$ cat src/rtl/uart_rx_deser.sv
// UART receive deserializer: double-synchronizes rx, checks start/stop framing and
// delivers LSB-first words over a valid/ready handshake with frame-error and overrun pulses.
module uart_rx_deser #(
   parameter int unsigned CLKS_PER_BIT = 16,
   parameter int unsigned DATA_BITS    = 8
) (
   input  logic                 clk,
   input  logic                 rst,
   input  logic                 rx,
   output logic [DATA_BITS-1:0] rx_data,
   output logic                 rx_valid,
   input  logic                 rx_ready,
   output logic                 frame_err,
   output logic                 overrun
);

   localparam int unsigned CW = $clog2(CLKS_PER_BIT);
   localparam int unsigned BW = $clog2(DATA_BITS + 1);
   localparam logic [CW-1:0] HalfM1  = CW'(CLKS_PER_BIT / 2 - 1);
   localparam logic [CW-1:0] FullM1  = CW'(CLKS_PER_BIT - 1);
   localparam logic [BW-1:0] LastBit = BW'(DATA_BITS - 1);

   typedef enum logic [2:0] {StIdle, StStart, StData, StStop, StBreak} state_e;

   state_e               state_q;
   logic [CW-1:0]        cnt_q;
   logic [BW-1:0]        bit_q;
   logic [DATA_BITS-1:0] shift_q;
   logic                 sync1_q;
   logic                 rx_s_q;
   logic [DATA_BITS-1:0] rx_data_q;
   logic                 rx_valid_q;
   logic                 frame_err_q;
   logic                 overrun_q;

   always_ff @(posedge clk) begin
      if (!rst) begin
         state_q     <= StIdle;
         cnt_q       <= '0;
         bit_q       <= '0;
         shift_q     <= '0;
         sync1_q     <= 1'b1;
         rx_s_q      <= 1'b1;
         rx_data_q   <= '0;
         rx_valid_q  <= 1'b0;
         frame_err_q <= 1'b0;
         overrun_q   <= 1'b0;
      end else begin
         sync1_q     <= rx;
         rx_s_q      <= sync1_q;
         frame_err_q <= 1'b0;
         overrun_q   <= 1'b0;
         cnt_q       <= cnt_q + 1'b1;
         // A completion in the same cycle overrides this consume below.
         if (rx_valid_q && rx_ready) begin
            rx_valid_q <= 1'b0;
         end
         unique case (state_q)
            StIdle: begin
               cnt_q <= '0;
               bit_q <= '0;
               if (!rx_s_q) begin
                  state_q <= StStart;
               end
            end
            StStart: begin
               if (cnt_q == HalfM1) begin
                  cnt_q   <= '0;
                  state_q <= rx_s_q ? StIdle : StData;
               end
            end
            StData: begin
               if (cnt_q == FullM1) begin
                  cnt_q   <= '0;
                  shift_q <= {rx_s_q, shift_q[DATA_BITS-1:1]};
                  bit_q   <= bit_q + 1'b1;
                  if (bit_q == LastBit) begin
                     state_q <= StStop;
                  end
               end
            end
            StStop: begin
               if (cnt_q == FullM1) begin
                  cnt_q <= '0;
                  if (rx_s_q) begin
                     state_q <= StIdle;
                     if (!rx_valid_q || rx_ready) begin
                        rx_data_q  <= shift_q;
                        rx_valid_q <= 1'b1;
                     end else begin
                        overrun_q <= 1'b1;
                     end
                  end else begin
                     frame_err_q <= 1'b1;
                     state_q     <= StBreak;
                  end
               end
            end
            StBreak: begin
               if (rx_s_q) begin
                  cnt_q   <= '0;
                  state_q <= StIdle;
               end
            end
            default: begin
               state_q <= StIdle;
            end
         endcase
      end
   end

   assign rx_data   = rx_data_q;
   assign rx_valid  = rx_valid_q;
   assign frame_err = frame_err_q;
   assign overrun   = overrun_q;

endmodule

$ cat config.mk
export PLATFORM = sky130hd
export DESIGN_NAME = uart_rx_deser
export DESIGN_NICKNAME = d
export VERILOG_FILES = /design/src/rtl/uart_rx_deser.sv
export SDC_FILE = /design/constraint.sdc
export NUM_CORES = 1
export LEC_CHECK = 0
export ABC_AREA = 1
export BUFFER_PORTS_ARGS = -buffer_cell sky130_fd_sc_hd__buf_4
export CELL_PAD_IN_SITES_DETAIL_PLACEMENT = 2
export CELL_PAD_IN_SITES_GLOBAL_PLACEMENT = 2
export CORE_MARGIN = 5
export CORE_UTILIZATION = 30
export DETAILED_ROUTE_END_ITERATION = 7
export GPL_TIMING_DRIVEN = 0
export HOLD_SLACK_MARGIN = 0.02
export PLACE_DENSITY_LB_ADDON = 0.1
export SYNTH_ARGS = -nofsm -noshare
export SYNTH_HDL_FRONTEND = slang
export SYNTH_SLANG_ARGS = --single-unit
$ cat constraint.sdc
create_clock -name clk -period 1.4 [get_ports clk]
set_clock_uncertainty 0.15 [all_clocks]
set_input_delay 0.14 -clock clk [delete_from_list [all_inputs] [get_ports clk]]
set_output_delay 0.14 -clock clk [all_outputs]
set_load 0.1 [all_outputs]
==> results of run 1 <==
power by group through the flow:
stage	clock network (uW)	logic (uW)	registers, uW
finish	766	179	942
global route	824	197	943
CTS	787	163	943
detailed placement	0	143	961
global placement	0	135	961
floorplan	0	100	957
worst max-delay path, stage by stage, from the launching register on:
cell     delay [ns]
dfxtp_2        0.40
ha_2           0.23
inv_1          0.05
nor2_1         0.17
nor2_1         0.08
nor2_1         0.16
nand2_1        0.08
nand2_1        0.06
a21oi_1        0.05
area by class of cell:
type                            instances  share of cell area [%]
Multi-Input combinational cell        112                   37.83
Tap cell                               52                   3.374
Inverter                               22                   4.932
Timing Repair Buffer                   27                   12.33
Buffer                                  4                   2.271
Clock buffer                            7                   4.478
Sequential cell                        32                   34.39
Clock inverter                          1                  0.3894
synth_stat cells (2+ instances only):
master,count,share of area [%]
a21oi_2,2,1.3
nand2_1,20,5.5
inv_2,3,0.82
or2_2,2,0.91
o21ai_0,16,5.9
nor2_1,17,4.7
dfxtp_1,32,47
o21ai_2,3,1.9
nand3_1,9,3.3
nor3_1,6,2.2
inv_1,19,5.2
a21oi_1,20,7.3
ha_1,2,1.8
nand2_2,2,0.91
nand4_1,4,1.8
nor2_2,2,0.91
path summary, 6_finish.rpt:
path	startpoint	endpoint	cells after the start	slack, ns
worst max-delay path	bit_q[0]	state_q[1]	8	-0.15
worst min-delay path	rst	cnt_q[0]	3	0.02
worst max register to register	bit_q[0]	state_q[1]	8	-0.15
worst min register to register	sync1_q	rx_s_q	1	0.29
sequential cells by signal, summed over array words and instances (netlist names):
name,cells
rx_data,8
shift_q,8
bit_q,4
cnt_q,4
state_q,3
frame_err,1
overrun,1
rx_s_q,1
rx_valid,1
sync1_q,1
stage by stage:
step	setup slack, ns	hold slack [ns]	cells
after floorplan	-0.03238	0.09658	170
after global placement	-0.1547	0.1843	236
after detailed placement	-0.1980	0.1876	236
after CTS	-0.1230	0.02592	252
after global routing	-0.2752	0.04264	257
final	-0.1479	0.02386	257
kinds of logic after synthesis:
| group | after synthesis | share of synthesized area (%) |
|---|---|---|
| AO/OA/AOI/OAI | 41 | 16.38 |
| XOR/XNOR | 1 | 0.6406 |
| adder cells (fa/ha/maj) | 2 | 1.830 |
| buffers and inverters | 26 | 8.508 |
| flip-flops | 32 | 46.84 |
| AND/OR/NAND/NOR | 68 | 25.80 |
what timing repair did:
item                                    CTS  global route
gates resized for setup                  22            26
buffers inserted                          6             4
gates cloned                              0             1
endpoints found under the setup margin   25            22
hold buffers                              2             0
pin swaps                                 6             6
endpoints found under the hold margin     3             0
per-layer routing:
| layer | part of all wire [%] | vias to the layer above |
|---|---|---|
| met4 | 1.6 | 0 |
| met3 | 2.8 | 7 |
| met2 | 53 | 18 |
| li1 | - | 624 |
| met5 | 0 | - |
| met1 | 43 | 616 |
==> flow_summary_export.csv, run 1 <==
group,metric,value,unit
drt,viasPerCell,4.922,
outcome,violations,"setup timing",
timing,period_share,110.6,%
synthesis,ys_seq_area_share,46.84,%
timing,rsz0062_at_grt,"yes",
finish,fin_area,0.001928,sq mm
outcome,status,"complete, but fails checks",
drt,drtAntennaViolNets,0,
clock_tree,htreeDepth,2,
drt,vias,1265,
pwr,power_density,978.5,mW/mm^2
finish,num-nets-final,210,
timing,maxSlewHeadroom,60.66,%
finish,drive_gt1_share,43.41,%
pwr,p_leak,0.0007233,uW
pwr,power.total,1887,uW
drt,drc_errors,0,
clock_tree,cts_sinks,32,
synthesis,synthesis.nets,176,
finish,final_cell_mix,"buf_4 (23), nand2_1 (19), dfxtp_1 (18)",
clock_tree,cts_buffer_depth,2,
synthesis,syn-instance-count,170,
global_routing,grt_pass1_vias,1400,
pwr,p_sw,502.7,uW
synthesis,syn_avg_cell_area,8.044,sq um
drt,wl_per_cell,16.75,microns
global_routing,use_met1,15.43,%
synthesis,synth_edf_count,0,
timing,fin_ws,-0.1479,ns
placement,gp_congestion,0.7852,
critical_path,cp.arrival,1.57,ns
global_routing,grt_usage,13.87,%
finish,layout_commonest_cell,"buf_4",
finish,fillers,482,
pwr,seqPwrFrac,49.9,%
die,design.core.area,0.004384,sq mm
finish,antenna_cells,0,
worst_hold_path,holdCritPathClass,"in2reg",
global_routing,use_met2,24.83,%
clock_tree,clk_latency,0.29,ns
timing,setup_tns,-1.580,ns
global_routing,grt_pass1_wl,6644,microns
finish,ff_latch_area,663.1,sq um
global_routing,grt_max_degree,11,
critical_path,path_class,"reg2reg",
clock_tree,clk_pin_slew,0.07,ns
synthesis,synthFlopType,"dfxtp_1",
pwr,clkPwrFrac,40.6,%
pwr,p_int,1384,uW
synthesis,ys_types,27,
placement,numPortBuffers,14,
global_routing,grt_use_met3,3.704,%
critical_path,cp_max_fo,5,
synthesis,ys_ff_latch,32,
pwr,max-vdd-ir-drop,0.0006713,V
clock_tree,cts-root-buf,"clkbuf_8",
die,die_area,0.006009,sq mm
drt,drt_iter0_drc,25,
timing,setup_viol,25,
finish,multi_input_area,729.5,sq um
global_routing,antenna_found_initial,0,
die,die_y,77.52,microns
timing,worstMarginPinSlew,0.5901,ns
drt,totalWireLength,4304,microns
pwr,p_comb_share,9.5,%
placement,post_dp_cell_area,0.001570,sq mm
flow_run,maxCapViolCount,0,
global_routing,top_usage_layer,"met2",
pwr,swShare,26.64,%
die,io_pins,15,
global_routing,grt_overflow,0,
die,die_w,77.52,microns
critical_path,cp-start-kind,"flop",
timing,fin_crit,1.548,ns
synthesis,yosys_warnings,0,
die,start_util,31.19,%
finish,syn2layout_area_growth,40.99,%
finish,finalCoreUtilization,43.98,%
critical_path,crit_path_end_kind,"flop",
clock_tree,cts_buffers,5,
timing,hold_viol_final,0,
timing,max_freq,646.0,MHz
clock_tree,cts_tree,"built",
timing,slew_viol_final,0,
critical_path,cp.required,1.42,ns
synthesis,async_flop_share,0,%
synthesis,netlist_area,0.001368,sq mm
die,placementRows,24,
placement,dp_hpwl,2696,microns
drt,drt_first_pass_iters,4,
No activity file was read; power rests on OpenSTA's default activity.
==> run 2, diff against run 1 <==
--- a/config.mk
+++ b/config.mk
@@ -14,6 +14,7 @@
 export DETAILED_ROUTE_END_ITERATION = 7
 export GPL_TIMING_DRIVEN = 0
 export HOLD_SLACK_MARGIN = 0.02
+export MAX_ROUTING_LAYER = met4
 export PLACE_DENSITY_LB_ADDON = 0.1
 export SYNTH_ARGS = -nofsm -noshare
 export SYNTH_HDL_FRONTEND = slang
==> run 2 against run 1 <==
The run still ends with setup timing left; wire length hardly changed; sequential power hardly changed; first-iteration DRC count is 8.0% higher; die area stayed put; global-route usage is 0.41 points higher; hold slack hardly changed; combinational power hardly changed.
==> flow_summary_export.csv, run 2 (same netlist as run 1, synthesis figures left out) <==
group,metric,value,unit
placement,gp_congestion,0.7962,
critical_path,worst-path-buf-inv,1,
timing,rsz0062_at_grt,"yes",
critical_path,cp.arrival,1.57,ns
global_routing,grt_usage,14.28,%
critical_path,crit_path_end_kind,"flop",
clock_tree,cts_buffer_depth,2,
clock_tree,clk_pin_slew,0.07,ns
global_routing,grt_pass1_vias,1401,
global_routing,grt_use_met3,3.588,%
finish,syn2layout_area_growth,40.99,%
drt,drc_errors,0,
drt,viasPerCell,4.922,
finish,layout_commonest_cell,"buf_4",
placement,dpl.cell_count,236,
critical_path,cp-start-kind,"flop",
global_routing,grt_overflow,0,
timing,fin_crit,1.548,ns
finish,antenna_cells,0,
finish,fin_area,0.001928,sq mm
clock_tree,cts_tree,"built",
timing,slew_viol_final,0,
drt,wl_per_cell,16.73,microns
critical_path,crit_end,"state_q[1]",
worst_hold_path,holdCritPathClass,"in2reg",
clock_tree,clk_latency,0.29,ns
critical_path,cp_max_fo,5,
pwr,p_leak,0.0007233,uW
pwr,power_density,977.0,mW/mm^2
die,die_area,0.006009,sq mm
timing,hold_viol_final,0,
timing,maxSlewHeadroom,60.54,%
drt,totalWireLength,4300,microns
drt,drt_iter0_drc,27,
die,die_w,77.52,microns
critical_path,r2r-end,"state_q[1]",
finish,finalNonFillerCells,257,
drt,drt_first_pass_iters,4,
critical_path,crit_top_cell,"nor2_1",
die,die_y,77.52,microns
clock_tree,cts_sinks,32,
critical_path,path_class,"reg2reg",
clock_tree,cts_buffers,5,
critical_path,reg2reg_slack,-0.15,ns
global_routing,top_usage_layer,"met2",
outcome,status,"complete, but fails checks",
die,design.core.area,0.004384,sq mm
finish,num-nets-final,210,
global_routing,grt_pass1_wl,6637,microns
critical_path,critPathSlowestCell,"dfxtp_2",
critical_path,cp.required,1.42,ns
critical_path,r2r_cells,8,
die,start_util,31.19,%
pwr,max-vdd-ir-drop,0.0006704,V
critical_path,crit_family,"simple AND/OR/NAND/NOR gates",
timing,setup_viol,25,
placement,dp_hpwl,2696,microns
placement,post_dp_cell_area,0.001570,sq mm
global_routing,use_met2,24.83,%
critical_path,max_stage_delay,0.40,ns
critical_path,path_depth,8,
clock_tree,cts-root-buf,"clkbuf_8",
finish,drive_gt1_share,43.41,%
die,io_pins,15,
critical_path,crit_path_start,"bit_q[0]",
outcome,violations,"setup timing",
flow_run,maxCapViolCount,0,
timing,worstMarginPinSlew,0.5919,ns
pwr,power.total,1884,uW
clock_tree,htreeDepth,2,
placement,dp_slack,-0.1980,ns
die,placementRows,24,
timing,period_share,110.6,%
global_routing,grt_max_degree,11,
placement,numPortBuffers,14,
critical_path,rr_startpoint,"bit_q[0]",
global_routing,use_met1,15.50,%
finish,final_cell_mix,"buf_4 (23), nand2_1 (19), dfxtp_1 (18)",
critical_path,crit_chain,"ha_2 > inv_1 > nor2_1 > nor2_1 > nor2_1 > nand2_1 > nand2_1 > a21oi_1",
timing,fin_ws,-0.1477,ns
timing,setup_tns,-1.606,ns
drt,drtAntennaViolNets,0,
timing,max_freq,646.1,MHz
drt,vias,1265,
global_routing,antenna_found_initial,0,
[run 2: cell counts in the layout (fill, tap and decap cells not counted)]
Identical to the previous run, type by type.
[run 2: power breakdown]
part | switching (uW) | internal (uW)
Clock | 364 | 400
Sequential | 20.8 | 921
Combinational | 115 | 63.3
Total | 500 | 1380
[run 2: per-stage QoR]
stage | util [%] | hold WS [ns]
finish | 43.98 | 0.02415
global route | 43.98 | 0.04264
CTS | 40.58 | 0.02592
detailed placement | 35.82 | 0.1876
global placement | 35.82 | 0.1843
floorplan | - | 0.09658
[run 2: final cells by class]
cell class / count / area (sq um)
Multi-Input combinational cell: 112 / 729.5
Buffer: 4 / 43.79
Clock buffer: 7 / 86.33
Inverter: 22 / 95.09
Clock inverter: 1 / 7.507
Timing Repair Buffer: 27 / 237.7
Tap cell: 52 / 65.06
Fill cell: 482 / 2456
Sequential cell: 32 / 663.1
[run 2: worst register-to-register path: cells and delay by family (launching register included)]
kind	cells	cell delay (ns)
flops	1	0.40
buf+inv	1	0.06
simple gates	5	0.55
fa+ha+maj	1	0.23
compound gates	1	0.05
[run 2: repair_timing]
item | 4_1_cts | 5_1_grt
pin swaps | 6 | 6
gates resized for setup | 22 | 26
endpoints found under the setup margin | 25 | 22
setup buffers | 6 | 4
hold endpoints to repair | 3 | 0
gates cloned | 0 | 1
hold buffers | 2 | 0
[run 2: worst min path at each step]
| stage | from | endpoint | slack [ns] | cells past startpoint |
|---|---|---|---|---|
| 6_report | rst | cnt_q[0] | 0.02 | 3 |
| 2_1_floorplan | rx | sync1_q | 0.1 | 1 |
| 5_1_grt | rst | cnt_q[1] | 0.04 | 3 |
| 3_3_place_gp | rx | sync1_q | 0.18 | 2 |
| 3_5_place_dp | rx | sync1_q | 0.19 | 2 |
| 4_1_cts | rst | cnt_q[1] | 0.03 | 3 |
[run 2: layer usage]
| layer | part of all wire (%) | wire length [microns] |
|---|---|---|
| met2 | 53 | 2279 |
| met3 | 2.7 | 115 |
| met1 | 43 | 1836 |
| met4 | 1.6 | 69 |
| met5 | 0 | 0 |
